File: config.mk
export PLATFORM = sky130hd
export DESIGN_NAME = ten_bit_serial_subtractor
export DESIGN_NICKNAME = d
export VERILOG_FILES = /design/src/rtl/ten_bit_serial_subtractor.sv
export SDC_FILE = /design/constraint.sdc
export NUM_CORES = 1
export LEC_CHECK = 0
export ABC_AREA = 1
export CAP_MARGIN = 10
export CORE_MARGIN = 4
export CORE_UTILIZATION = 40
export CTS_CLUSTER_SIZE = 8
export DETAILED_ROUTE_END_ITERATION = 10
export HOLD_SLACK_MARGIN = 0.1
export PLACE_DENSITY_LB_ADDON = 0.1
export SETUP_SLACK_MARGIN = 0.3
export SKIP_CTS_REPAIR_TIMING = 1
export SLEW_MARGIN = 0
export SYNTH_ARGS = -nofsm -noshare
export SYNTH_HDL_FRONTEND = slang
export SYNTH_SLANG_ARGS = --single-unit
File: constraint.sdc
create_clock -name clk -period 1.7 [get_ports clk]
set_clock_uncertainty 0.1 [all_clocks]
set_input_delay 0.34 -clock clk [delete_from_list [all_inputs] [get_ports clk]]
set_output_delay 0.34 -clock clk [all_outputs]
set_load 0.01 [all_outputs]
File: src/rtl/ten_bit_serial_subtractor.sv
// Bit-serial subtractor, one bit per clock, with an optional
// modular wrap step that adds WRAP_LIMIT back to negative results.
module ten_bit_serial_subtractor #(
  parameter int WIDTH      = 10,
  parameter bit WRAP_EN    = 1'b1,
  parameter int WRAP_LIMIT = 640
) (
  input  logic             clk,
  input  logic             resetn,
  input  logic             start,
  input  logic [WIDTH-1:0] A,
  input  logic [WIDTH-1:0] B,
  output logic             busy,
  output logic             done,
  output logic [WIDTH-1:0] D,
  output logic             borrow
);

  localparam int CW = (WIDTH > 1) ? $clog2(WIDTH) : 1;

  typedef enum logic [1:0] {
    IDLE,
    SUB,
    FIX,
    DONE
  } state_t;

  state_t           state;
  logic [WIDTH-1:0] ra;
  logic [WIDTH-1:0] rb;
  logic [WIDTH-1:0] res;
  logic [CW-1:0]    cnt;
  logic             br;
  logic             neg;

  logic diff;
  logic br_next;
  logic sum;
  logic cy_next;
  logic last;

  assign diff    = ra[0] ^ rb[0] ^ br;
  assign br_next = (~ra[0] & rb[0]) | (~(ra[0] ^ rb[0]) & br);
  // FIX reuses res as the addend shift register and br as the carry
  assign sum     = res[0] ^ rb[0] ^ br;
  assign cy_next = (res[0] & rb[0]) | (br & (res[0] ^ rb[0]));
  assign last    = (cnt == CW'(WIDTH - 1));

  always_ff @(posedge clk) begin
    if (!resetn) begin
      state  <= IDLE;
      ra     <= '0;
      rb     <= '0;
      res    <= '0;
      cnt    <= '0;
      br     <= 1'b0;
      neg    <= 1'b0;
      busy   <= 1'b0;
      done   <= 1'b0;
      D      <= '0;
      borrow <= 1'b0;
    end else begin
      done <= 1'b0;
      unique case (state)
        IDLE: begin
          if (start) begin
            ra    <= A;
            rb    <= B;
            res   <= '0;
            br    <= 1'b0;
            neg   <= 1'b0;
            cnt   <= '0;
            busy  <= 1'b1;
            state <= SUB;
          end
        end
        SUB: begin
          ra  <= ra >> 1;
          rb  <= rb >> 1;
          res <= {diff, res[WIDTH-1:1]};
          br  <= br_next;
          cnt <= cnt + 1'b1;
          if (last) begin
            cnt <= '0;
            if (WRAP_EN && br_next) begin
              rb    <= WIDTH'(WRAP_LIMIT);
              br    <= 1'b0;
              neg   <= 1'b1;
              state <= FIX;
            end else begin
              D      <= {diff, res[WIDTH-1:1]};
              borrow <= br_next;
              done   <= 1'b1;
              state  <= DONE;
            end
          end
        end
        FIX: begin
          rb  <= rb >> 1;
          res <= {sum, res[WIDTH-1:1]};
          br  <= cy_next;
          cnt <= cnt + 1'b1;
          if (last) begin
            cnt    <= '0;
            D      <= {sum, res[WIDTH-1:1]};
            borrow <= neg;
            done   <= 1'b1;
            state  <= DONE;
          end
        end
        DONE: begin
          busy  <= 1'b0;
          state <= IDLE;
        end
        default: state <= IDLE;
      endcase
    end
  end

endmodule

# Word level (Yosys, flattened, before mapping)
# Cells that the tools add are included.
# W data, S select, Z words.
[totals]
reg_bits = 51
latchBits = 0
ramBits = 0
romBits = 0
inputBits = 23
out_inout_bits = 13
wordCells = 83
mem_count = 0
[op_classes]
add_sub_neg = 1
multipliers = 0
div_mod_pow = 0
n_lt_le_gt_ge = 0
eq_ne = 9
n_shift = 0
muxes = 36
bitwise_logic = 12
n_reduce_logical = 14
[op_table]
columns = ["operator", "count"]
rows = [
  ["$mux W10", 8],
  ["$pmux W10 S3", 2],
  ["$pmux W10 S2", 2],
  ["$mux W1", 12],
  ["$ne A2 B2 Y1 const B", 5],
  ["$mux W4", 2],
  ["$pmux W1 S2", 4],
  ["$pmux W2 S4", 1],
  ["$pmux W4 S2", 1],
  ["$reduce_and A2 Y1", 4],
  ["$reduce_and A4 Y1", 2],
  ["$reduce_bool A2 Y1", 4],
  ["$mux W2", 3],
  ["$add A4 B1 Y4 const B", 1],
  ["$and A1 B1 Y1", 4],
  ["$eq A2 B2 Y1 const B", 2],
  ["$eq A4 B4 Y1 const B", 1],
  ["$xor A1 B1 Y1", 4],
  ["$pmux W1 S3", 1],
  ["$reduce_and A3 Y1", 1],
  ["$reduce_bool A3 Y1", 1],
  ["$eq A2 B1 Y1 const B", 1],
  ["$logic_not A2 Y1", 1],
  ["$not A1 Y1", 2],
  ["other kinds (2)", 3],
]

# Logic depth before layout (Yosys ltp)
# Gate-level depths: netlist of the first run.
[logic_depth]
word_depth = 7
depth_mapped = 10
mapped_depth_nobuf = 10

# Worst setup path after synthesis of the first run
# OpenSTA, ideal clock, no wires.
[synth_timing]
kind = "register -> register"
startpoint = "reg state[0]"
endpoint = "reg cnt[2]"
setup_time_ns = 0.116
arrival_time_ns = 1.423
t_required_ns = 1.484
slack_ns = 0.061
path_stages_with_launch = 9
n_path_buf = 1
period_less_slack_ns = 1.639
path_cell_list = "dfxtp_1 -> inv_1 -> ha_1 -> buf_2 -> inv_1 -> o21ai_1 -> nand2_1 -> o21ai_0 -> nor2_1"
[synth_between]
elab_chain_cells = 4
elab_cells_between_ends = 8
cone_classes = "eq/ne (3); mux (1); reduce/logical (4)"
[synth_lines]
columns = ["element", "line", "text"]
rows = [
  ["from (decl)", "28", "state_t state;"],
  ["from (signal assigned)", "51", "state <= IDLE;"],
  ["from (signal assigned)", "74", "state <= SUB;"],
  ["from (signal assigned)", "89", "state <= FIX;"],
  ["$eq A2 B2 Y1 / $eq A2 B1 Y1 (equally long branches)", "64", "unique case (state)"],
  ["$reduce_or A2 Y1 (no line)", "n/a", ""],
  ["$reduce_bool A2 Y1 (no line)", "n/a", ""],
  ["$reduce_and A2 Y1 (no line)", "n/a", ""],
  ["to (signal assigned)", "82", "cnt <= cnt + 1'b1;"],
  ["to (signal assigned)", "102", "cnt <= cnt + 1'b1;"],
  ["to (decl)", "32", "logic [CW-1:0] cnt;"],
]
# Parallel ways exist; a longest one is shown, timed or not.
# A chain may end at the register's enable or synchronous reset.

# Worst setup path after layout of the first run
[layout_timing]
startpoint = "reg rb[0]"
endpoint = "reg rb[0]"
[layout_between]
elab_chain_cells = 7
elab_cells_between_ends = 8
cone_classes = "mux (3); bitwise (5)"
[layout_lines]
columns = ["element", "line", "text"]
rows = [
  ["from (decl)", "30", "logic [WIDTH-1:0] rb;"],
  ["from (signal assigned)", "79", "rb <= rb >> 1;"],
  ["from (signal assigned)", "86", "rb <= WIDTH'(WRAP_LIMIT);"],
  ["from (signal assigned)", "99", "rb <= rb >> 1;"],
  ["$xor A1 B1 Y1", "43", "assign br_next = (~ra[0] & rb[0]) | (~(ra[0] ^ rb[0]) & br);"],
  ["$not A1 Y1", "43", ""],
  ["$and A1 B1 Y1", "43", ""],
  ["$or A1 B1 Y1 (*)", "43", ""],
  ["$mux W10 (*)", "85", "if (WRAP_EN && br_next) begin"],
  ["$mux W10 (*)", "83", "if (last) begin"],
  ["$pmux W10 S3 (*)", "64", ""],
]
# Mark *: on every way between the ends. The rest lies on a longest branch, timed or not.

==> results.md, run 1 <==
- Clock tree from TritonCTS: done
- Post-Route WL: between 7000 and 8000 um
- First-pass DRT Iterations: 5
- Fmax achieved: between 600 and 700 MHz
- GP Congestion: between 0.8 and 0.9
- Top FF cell, synth: dfxtp_1
- Cell types with the largest area share after synthesis: dfxtp_1 42%, nand2_1 12%, a21oi_1 9.4%
- Final setup violation count: 0
- Die Height: approximately 86 um
- Buffers & Inverters on Critical Path: 2
- Post-synthesis net count: 373
- Floorplan die area: roughly 7400 sq um
- Gate Count Post-Synth: between 300 and 400
- Worst hold endpoint: D[9]
- Routed Antenna Nets: 0
- Warnings from Yosys: 0
- Post-layout net count: between 400 and 500
- Number of enable flip-flop cells after synthesis: 0
- Total congestion overflow after global routing: 0
- Slowest stage cell on the critical path: fa_2
- Final Max Slew Viols: 0
- Result of the run: finished, final reports clean
- Leak Pwr: ~1.7 nW
- Setup crit start kind: flop
- Fraction of post-synthesis cell area in the top cell type by area: a little over two fifths
- Largest voltage drop on the vdd net: 0.731 mV
- Crit path time final: 1.60 ns
- Fill cell count: just under 500
- Wire length of the first global-routing pass: 10200 um
- Root Driver: clkbuf_8
- Unique masters post-synth: 22
- Sequential-to-total area share from yosys stat: roughly two fifths
- Number of cell rows: 28
- Initial Util: roughly 41%
- Data arrival time of the critical path: approximately 1.7 ns
- Slack of the critical path: between 0.09 and 0.1 ns
- Violation count after the first detailed-route iteration: 176
- Hold Path Stages: 2
- Worst setup path category: flop to flop
- Number of port buffers: 35
- Post-DP HPWL: between 4000 and 5000 um
- Total count of hold-check failures in the final report: 0
- Endpoint of the worst-slack reg-to-reg timing path: rb[0]
- Via total after detailed routing: about 2.6k
- Delay contributed by the slowest stage of the critical path: around 0.4 ns
- Worst hold path startpoint: D[9]
- Total chip power: between 5 and 6 mW
- Slack of the worst reg-to-reg path: ~0.099 ns
- Worst Reg2Reg Path Length in Cells: 7
- Clock latency on the worst-skew pair: just over 0.3 ns
- Number of diodes added for antenna fixing: 0
- Synth Cell Area: 2440 sq um
- Most area-hungry cell type in the Yosys netlist: dfxtp_1
- Reg-to-reg critical path startpoint: rb[0]
- Initial antenna violation count: 0
- Pin count of the biggest net entering global routing: 26
- CP Data Required Time: 1.80 ns
- Boundary Pins: 36
- Vias in the first global route: approximately 2.2k
- Clock Tree Buf Depth: 2
- Routed wire length per instance: approximately 15 um
- Maximum fanout along the worst path: 8
- Number of buffers added by the clock tree synthesis step: 5
- Maximum level of the CTS H-tree: 2
- Die W: 86.1 um
- Capturing element type of the critical path: flop
- Synthesized area per cell: 7.18 sq um
- Core footprint: roughly 5900 sq um
- Clock edge transition at the registers on the reported setup and hold paths: around 0.09 ns
- RSZ-0062 raised after global routing: true
- Most instantiated library cell after synthesis: nand2_1
- Slew at the pin with the worst max-slew slack: between 0.3 and 0.4 ns
- Clock Sink Count: 51
- CP cell instances: inv_2, fa_2, buf_6, nor2_4, nand2_4, nand3_1, a21oi_1
- Post-DR vias/cell: 5.32
- Post-synthesis async set-or-reset flop share: 0%
- DRC violation count after routing: 0
- Worst slack after detailed placement: around 0.0044 ns
- Post-route fraction of the period consumed by the critical path: a little over nine tenths
- Leading cell types by count after synthesis: 79 x nand2_1, 51 x dfxtp_1, 46 x a21oi_1, 31 x nor2_1, 29 x nand3_1
- Proportion of layout cells with a drive suffix above 1: a little under a third
- Family with the most delay on the worst path: adder cells
- Area growth from synthesis to layout: 59.5%
- Power density relative to cell area: between 1500 and 2000 nW/um^2
- Tightest Hold Check Type: flop to flop
- Overall routing resource usage: between 10% and 20%
- Max-cap viol count: 0
- Register bit count reported by yosys: 51
- Worst slew margin relative to its limit: between 70% and 80%
## report_power, final
part | internal [mW] | switching [mW]
Sequential | 1.45 | 0.188
Combinational | 1.60 | 1.80
Clock | 0.477 | 0.402
## worst register-to-register path: stages, from the launching register on
cell and delay (ns):
dfxtp_2 0.37, inv_2 0.05, fa_2 0.40, buf_6 0.14
nor2_4 0.15, nand2_4 0.13, nand3_1 0.10, a21oi_1 0.07
## cells in the final DEF, fill, tap and decap left out, types with 4 or more instances in the layout
| master | count |
|---|---|
| o21a_1 | 9 |
| nand3_2 | 8 |
| o21ai_0 | 10 |
| buf_4 | 13 |
| nor2_1 | 28 |
| dfxtp_4 | 4 |
| a21oi_2 | 11 |
| o21ai_2 | 5 |
| a21oi_1 | 35 |
| o21ai_1 | 9 |
| nand2_1 | 61 |
| nand3_1 | 18 |
| inv_4 | 4 |
| nand2_2 | 10 |
| inv_2 | 5 |
| nand4_1 | 12 |
| buf_6 | 17 |
| clkbuf_8 | 6 |
| dlymetal6s2s_1 | 14 |
| nand3_4 | 4 |
| buf_8 | 5 |
| inv_1 | 10 |
| clkdlybuf4s50_1 | 21 |
| dfxtp_1 | 46 |
| nand2_4 | 7 |
## registers in the layout, summed over array words and instances, names as in the netlist, 2 cells and up
| register | count |
|---|---|
| D | 10 |
| cnt | 4 |
| ra | 10 |
| res | 10 |
| rb | 10 |
| state | 2 |
## metal layers
layer	wire length (um)	GRT usage, %	vias up
li1	-	-	1266
met1	3140	24.2	1211
met2	3560	25.7	74
met3	403	4.03	11
met4	108	5.18	0
met5	0	0	-
## area by class of cell
| cell class | instances | area [sq um] | area share (%) |
|---|---|---|---|
| clock buffer | 6 | 82.6 | 2.12 |
| multi-input combinational | 248 | 1630 | 41.8 |
| tap | 75 | 93.8 | 2.41 |
| timing repair buffer | 76 | 885 | 22.7 |
| clock inverter | 2 | 35.0 | 0.899 |
| timing repair inverter | 1 | 7.51 | 0.193 |
| sequential | 51 | 1040 | 26.6 |
| inverter | 23 | 126 | 3.24 |
## stage by stage
stage                     TNS [ns]  cell area, sq um  utilization (%)  hold slack (ns)  cells
after global routing             0              3900             65.8            0.391    482
after CTS                 -0.00949              3100             52.4            0.365    457
final                            0              3900             65.8            0.364    482
after global placement           0              2990             50.4            0.349    449
after floorplan                  0              2510                -            0.337    340
after detailed placement         0              2990             50.4            0.353    449
## worst max path at each step
stage | startpoint | end | slack [ns] | cells after the start
after CTS | state[1] | rb[0] | -0.009 | 8
after global routing | rb[0] | rb[0] | 0.05 | 7
after global placement | start | rb[0] | 0.02 | 7
after detailed placement | state[1] | rb[0] | 0.004 | 8
after floorplan | state[1] | cnt[2] | 0.27 | 8
final | rb[0] | rb[0] | 0.1 | 7
## kinds of logic after synthesis
group,share of synthesized area [%]
adder cells (fa/ha/maj),5.74
flip-flops,41.8
AND/OR/NAND/NOR,27.2
AO/OA/AOI/OAI,17.9
buffers and inverters,7.38
Note: power is estimated with default switching activity, not from simulation.
==> run 2, diff against run 1 <==
- DONT_BUFFER_PORTS: not set -> 1
==> run 2 against run 1 <==
Net effect:
- hold slack got worse by 0.33 ns
- clock power increased by 1%
- sequential share of layout area is 4.2 points higher
- first-iteration DRC count down 19%
==> results.md, run 2 (synthesis gave the netlist of run 1 again) <==
- Root Driver: clkbuf_8 (unchanged)
- Floorplan die area: 7420 sq um (unchanged)
- Setup crit start kind: flop (unchanged)
- Post-route fraction of the period consumed by the critical path: 89.5% (was 94.2%)
- RSZ-0062 raised after global routing: true (unchanged)
- Clock Sink Count: 51 (unchanged)
- Slack of the critical path: 0.178 ns (was 0.0990 ns)
- Overall routing resource usage: 16.8% (was 17.1%)
- DRC violation count after routing: 0 (unchanged)
- Clock tree from TritonCTS: done (unchanged)
- Clock Tree Buf Depth: 2 (unchanged)
- Pin count of the biggest net entering global routing: 24 (was 26)
- Total congestion overflow after global routing: 0 (unchanged)
- Post-DR vias/cell: 5.26 (was 5.32)
- Slew at the pin with the worst max-slew slack: 0.353 ns (was 0.329 ns)
- Final setup violation count: 0 (unchanged)
- Crit path time final: 1.52 ns (was 1.60 ns)
- Die Height: 86.1 um (unchanged)
- Total count of hold-check failures in the final report: 0 (unchanged)
- First-pass DRT Iterations: 4 (was 5)
- Most common library cell in the layout ignoring fill and taps: nand2_1 (unchanged)
- Final Max Slew Viols: 0 (unchanged)
- Vias in the first global route: 1978 (was 2193)
- Max-cap viol count: 0 (unchanged)
- Tightest Hold Check Type: input port to flop (was flop to flop)
- Initial Util: 41.3% (unchanged)
- Worst setup path category: flop to flop (unchanged)
- Fmax achieved: 657 MHz (was 625 MHz)
- Post-layout net count: 406 (was 439)
- Wire length of the first global-routing pass: 10000 um (was 10200 um)
- Maximum level of the CTS H-tree: 2 (unchanged)
- Routed Antenna Nets: 0 (unchanged)
- Most frequent cells in the layout: 68 x nand2_1, 45 x dfxtp_1, 37 x a21oi_1, 29 x nor2_1, 24 x buf_4 (was 61 x nand2_1, 46 x dfxtp_1, 35 x a21oi_1, 28 x nor2_1, 21 x clkdlybuf4s50_1)
- Maximum fanout along the worst path: 10 (was 8)
- Routed wire length per instance: 15.3 um (was 15.0 um)
- Leak Pwr: 1.30 nW (was 1.72 nW)
- Worst slew margin relative to its limit: 76.4% (was 78.1%)
- Data arrival time of the critical path: 1.63 ns (was 1.70 ns)
- Number of port buffers: 0 (was 35)
- Post-placement cell area: 2600 sq um (was 2990 sq um)
- Violation count after the first detailed-route iteration: 142 (was 176)
- Clock latency on the worst-skew pair: 0.31 ns (about the same)
- Final design area excluding fillers: 3360 sq um (was 3900 sq um)
- Post-Route WL: 6850 um (was 7210 um)
- Total chip power: 5.37 mW (was 5.91 mW)
- Core footprint: 5920 sq um (unchanged)
- Number of buffers added by the clock tree synthesis step: 5 (unchanged)
- Clock edge transition at the registers on the reported setup and hold paths: 0.09 ns (about the same)
- Number of cell rows: 28 (unchanged)
- Boundary Pins: 36 (unchanged)
- GP Congestion: 0.806 (about the same)
- Result of the run: finished, final reports clean (unchanged)
- Area growth from synthesis to layout: 37.8% (was 59.5%)
- Largest voltage drop on the vdd net: 0.836 mV (was 0.731 mV)
- Die W: 86.1 um (unchanged)
- Number of diodes added for antenna fixing: 0 (unchanged)
- Post-DP HPWL: 4180 um (was 4280 um)
- Power density relative to cell area: 1600 nW/um^2 (was 1520 nW/um^2)
- Worst slack after detailed placement: 0.144 ns (was 0.00439 ns)
- Proportion of layout cells with a drive suffix above 1: 31.0% (was 31.9%)
- Sum of negative setup slack: 0 ns (unchanged)
- Capturing element type of the critical path: flop (unchanged)
- Via total after detailed routing: 2362 (was 2562)
- CP Data Required Time: 1.80 ns (about the same)
- Initial antenna violation count: 0 (unchanged)
- Post-route core utilization: 56.8% (was 65.8%)
## run 2: through the flow
| stage | instances | hold WS [ns] |
|---|---|---|
| 2_1_floorplan | 340 | 0.337 |
| 3_3_place_gp | 411 | 0.351 |
| 3_5_place_dp | 411 | 0.360 |
| 4_1_cts | 419 | 0.0509 |
| 5_1_grt | 449 | 0.0243 |
| 6_report | 449 | 0.0389 |
## run 2: where the power goes
group	switching [mW]	internal, mW	leakage [nW]
Sequential	0.186	1.45	0.420
Combinational	1.63	1.22	0.823
Clock	0.413	0.477	0.0612
Total	2.23	3.14	1.30
## run 2: worst paths after layout
kind | from | to | slack (ns) | cells past startpoint
max | state[0] | rb[4] | 0.18 | 6
min reg2reg | ra[9] | ra[9] | 0.37 | 2
max reg2reg | state[0] | rb[4] | 0.18 | 6
min | resetn | rb[3] | 0.04 | 2
## run 2: area by class of cell
type                       count  area [sq um]
fill                         543          2560
multi-input combinational    250          1570
sequential                    51          1040
timing repair buffer          39           387
inverter                      23           131
tap                           75          93.8
clock buffer                   6          82.6
clock inverter                 2          35.0
timing repair inverter         3          25.0
## run 2: critical path, cell delays in order (launching register included)
cell	delay, ns
dfxtp_4	0.41
inv_6	0.06
ha_4	0.35
clkinv_8	0.08
buf_12	0.14
a21oi_1	0.19
a21oi_2	0.08
## run 2: metal layers
metal | GRT usage, % | share of wire [%]
met1 | 23.5 | 47
met2 | 26.4 | 48
met3 | 3.84 | 4.2
met4 | 3.88 | 0.93
met5 | 0 | 0
==> run 3, diff against run 2 <==
- HOLD_SLACK_MARGIN: 0.1 -> 0.03
- REMOVE_ABC_BUFFERS: not set -> 1
==> run 3 against run 2 <==
Net effect:
- maximum frequency grew 0.53%
- largest power group unchanged
- cell area grew 1.8%
- cell count shrank 0.45%
- global-route usage grew 0.36 points
- wire length grew 3.5%
- register-to-register slack is essentially flat
- clock power shrank 12%
- hold slack lost 0.0080 ns
- critical endpoint is now rb[6]
- power shrank 0.53%
- sequential cell count is the same
==> results.md, run 3 (synthesis gave the netlist of run 1 again) <==
- Most common library cell in the layout ignoring fill and taps: nand2_1 (unchanged)
- Capturing element type of the critical path: flop (unchanged)
- Fill cell count: 534 (was 543)
- Part of the power in registers: 30.2% (was 30.4%)
- Die W: 86.1 um (unchanged)
- Leak Pwr: 1.33 nW (was 1.30 nW)
- Via total after detailed routing: 2390 (was 2362)
- Number of buffers added by the clock tree synthesis step: 5 (unchanged)
- Worst Reg2Reg Path Length in Cells: 6 (unchanged)
- Largest voltage drop on the vdd net: 0.857 mV (was 0.836 mV)
- Initial Util: 41.3% (unchanged)
- Vias in the first global route: 2106 (was 1978)
- Net switching share of the total power: 42.7% (was 41.5%)
- Number of port buffers: 0 (unchanged)
- Violation count after the first detailed-route iteration: 129 (was 142)
- Result of the run: finished, final reports clean (unchanged)
- Post-DR vias/cell: 5.35 (was 5.26)
- Hold Path Stages: 2 (unchanged)
- Routed Antenna Nets: 0 (unchanged)
- Post-DP HPWL: 4220 um (was 4180 um)
- Final design area excluding fillers: 3430 sq um (was 3360 sq um)
- Maximum fanout along the worst path: 8 (was 10)
- Clock edge transition at the registers on the reported setup and hold paths: 0.09 ns (about the same)
- Routed wire length per instance: 15.9 um (was 15.3 um)
- Clock Tree Buf Depth: 2 (unchanged)
- Maximum level of the CTS H-tree: 2 (unchanged)
- Wire length of the first global-routing pass: 10200 um (was 10000 um)
- Clock latency on the worst-skew pair: 0.31 ns (about the same)
- Floorplan die area: 7420 sq um (unchanged)
- Core footprint: 5920 sq um (unchanged)
- Clk pwr share: 14.7% (was 16.6%)
- GP Congestion: 0.835 (was 0.806)
- Clock tree from TritonCTS: done (unchanged)
- Clock Sink Count: 51 (unchanged)
- Net Sw Power: 2.28 mW (was 2.23 mW)
- Setup crit start kind: flop (unchanged)
- Die Height: 86.1 um (unchanged)
- First-pass DRT Iterations: 4 (unchanged)
- Fmax achieved: 661 MHz (was 657 MHz)
- Pin count of the biggest net entering global routing: 24 (unchanged)
- Worst setup path category: flop to flop (unchanged)
- Initial antenna violation count: 0 (unchanged)
- Worst hold path startpoint: resetn (unchanged)
- Tightest Hold Check Type: input port to flop (unchanged)
- Non-filler cells, final: 447 (was 449)
- Post-route fraction of the period consumed by the critical path: 89.1% (was 89.5%)
- Most frequent cells in the layout: 59 x nand2_1, 45 x dfxtp_1, 29 x a21oi_1, 26 x nor2_1, 23 x nand3_1 (was 68 x nand2_1, 45 x dfxtp_1, 37 x a21oi_1, 29 x nor2_1, 24 x buf_4)
- Area occupied by multi-input gates: 1630 sq um (was 1570 sq um)
- Endpoint of the worst-slack reg-to-reg timing path: rb[6] (was rb[4])
- Internal power of the cells: 3.06 mW (was 3.14 mW)
- Reg-to-reg critical path startpoint: ra[0] (was state[0])
- Post-Route WL: 7090 um (was 6850 um)
- Proportion of layout cells with a drive suffix above 1: 36.3% (was 31.0%)
- Final setup violation count: 0 (unchanged)
- Placed Instances: 424 (was 411)
- RSZ-0062 raised after global routing: true (unchanged)
- Overall routing resource usage: 17.2% (was 16.8%)
- Number of diodes added for antenna fixing: 0 (unchanged)
- Number of cell rows: 28 (unchanged)
- Area growth from synthesis to layout: 40.3% (was 37.8%)
- Combinational share of power: 55.1% (was 53.0%)
- Worst slew margin relative to its limit: 82.4% (was 76.4%)
- Post-placement cell area: 2670 sq um (was 2600 sq um)
- Worst hold endpoint: ra[3] (was rb[3])
- DRC violation count after routing: 0 (unchanged)
- Post-layout net count: 404 (was 406)
- Total congestion overflow after global routing: 0 (unchanged)
- Crit path time final: 1.51 ns (was 1.52 ns)
- Slew at the pin with the worst max-slew slack: 0.262 ns (was 0.353 ns)
- Boundary Pins: 36 (unchanged)
- Total count of hold-check failures in the final report: 0 (unchanged)
- CP Data Required Time: 1.80 ns (about the same)
- Max-cap viol count: 0 (unchanged)
- Power density relative to cell area: 1560 nW/um^2 (was 1600 nW/um^2)
- Data arrival time of the critical path: 1.62 ns (was 1.63 ns)
- Slack of the worst reg-to-reg path: 0.19 ns (was 0.18 ns)
- Sequential cell area: 1040 sq um (unchanged)
- Final Max Slew Viols: 0 (unchanged)
- Root Driver: clkbuf_8 (unchanged)
[run 3: cell types whose count changed in the layout (fill, tap and decap cells not counted), moves of 5 or more]
cell | previous run | this run
o21ai_0 | 16 | 9
o21ai_2 | 2 | 7
nand2_2 | 6 | 11
a21oi_1 | 37 | 29
a21oi_2 | 8 | 17
buf_6 | 9 | 14
nand2_1 | 68 | 59
[run 3: worst max-delay path by stage]
stage,start,to,slack [ns],depth (start not counted)
global route,rb[0],rb[6],0.13,7
CTS,state[0],done,0.04,7
detailed placement,rb[0],D[9],0.06,8
floorplan,state[1],D[9],-0.42,7
finish,ra[0],rb[6],0.19,6
global placement,rb[0],rb[7],0.08,9
[run 3: layout make-up]
type / count / area share, %
clock buffer: 8 / 2.92
timing repair buffer: 41 / 12.6
tap: 75 / 2.74
multi-input combinational: 248 / 47.7
timing repair inverter: 1 / 0.183
inverter: 23 / 3.62
sequential: 51 / 30.2
[run 3: power by group through the flow]
stage | Combinational, mW | Clock [mW] | Sequential [mW]
5_1_grt | 3.18 | 0.853 | 1.65
6_report | 2.94 | 0.785 | 1.61
3_3_place_gp | 1.84 | 0 | 1.58
3_5_place_dp | 1.84 | 0 | 1.58
4_1_cts | 1.85 | 0.804 | 1.55
2_1_floorplan | 1.10 | 0 | 1.57
[run 3: critical path: stages (launching register included)]
cell,delay [ns]
dfxtp_2,0.34
fa_2,0.42
buf_4,0.16
nor2_4,0.12
nand2_4,0.11
nand3_1,0.10
a21oi_2,0.06
[run 3: stage by stage]
stage / total power, mW / TNS [ns] / hold slack [ns] / utilization [%] / setup WS [ns]
after detailed placement: 3.42 / 0 / 0.361 / 45.1 / 0.0563
final: 5.34 / 0 / 0.0309 / 57.9 / 0.186
after global routing: 5.68 / 0 / 0.0326 / 57.9 / 0.133
after CTS: 4.21 / 0 / 0.0514 / 46.7 / 0.0366
after global placement: 3.42 / 0 / 0.353 / 45.1 / 0.0764
after floorplan: 2.67 / -10.57 / 0.337 / - / -0.422
[run 3: per-layer routing]
layer  routed length (um)  share of wire (%)  vias to the layer above  track usage, %
met2                 3340                 47                       39            25.4
met4                  107                1.5                        0            6.04
met1                 3390                 48                     1149            24.6
met3                  260                3.7                       10            3.65
met5                    0                  0                        -               0
li1                     -                  -                     1192               -
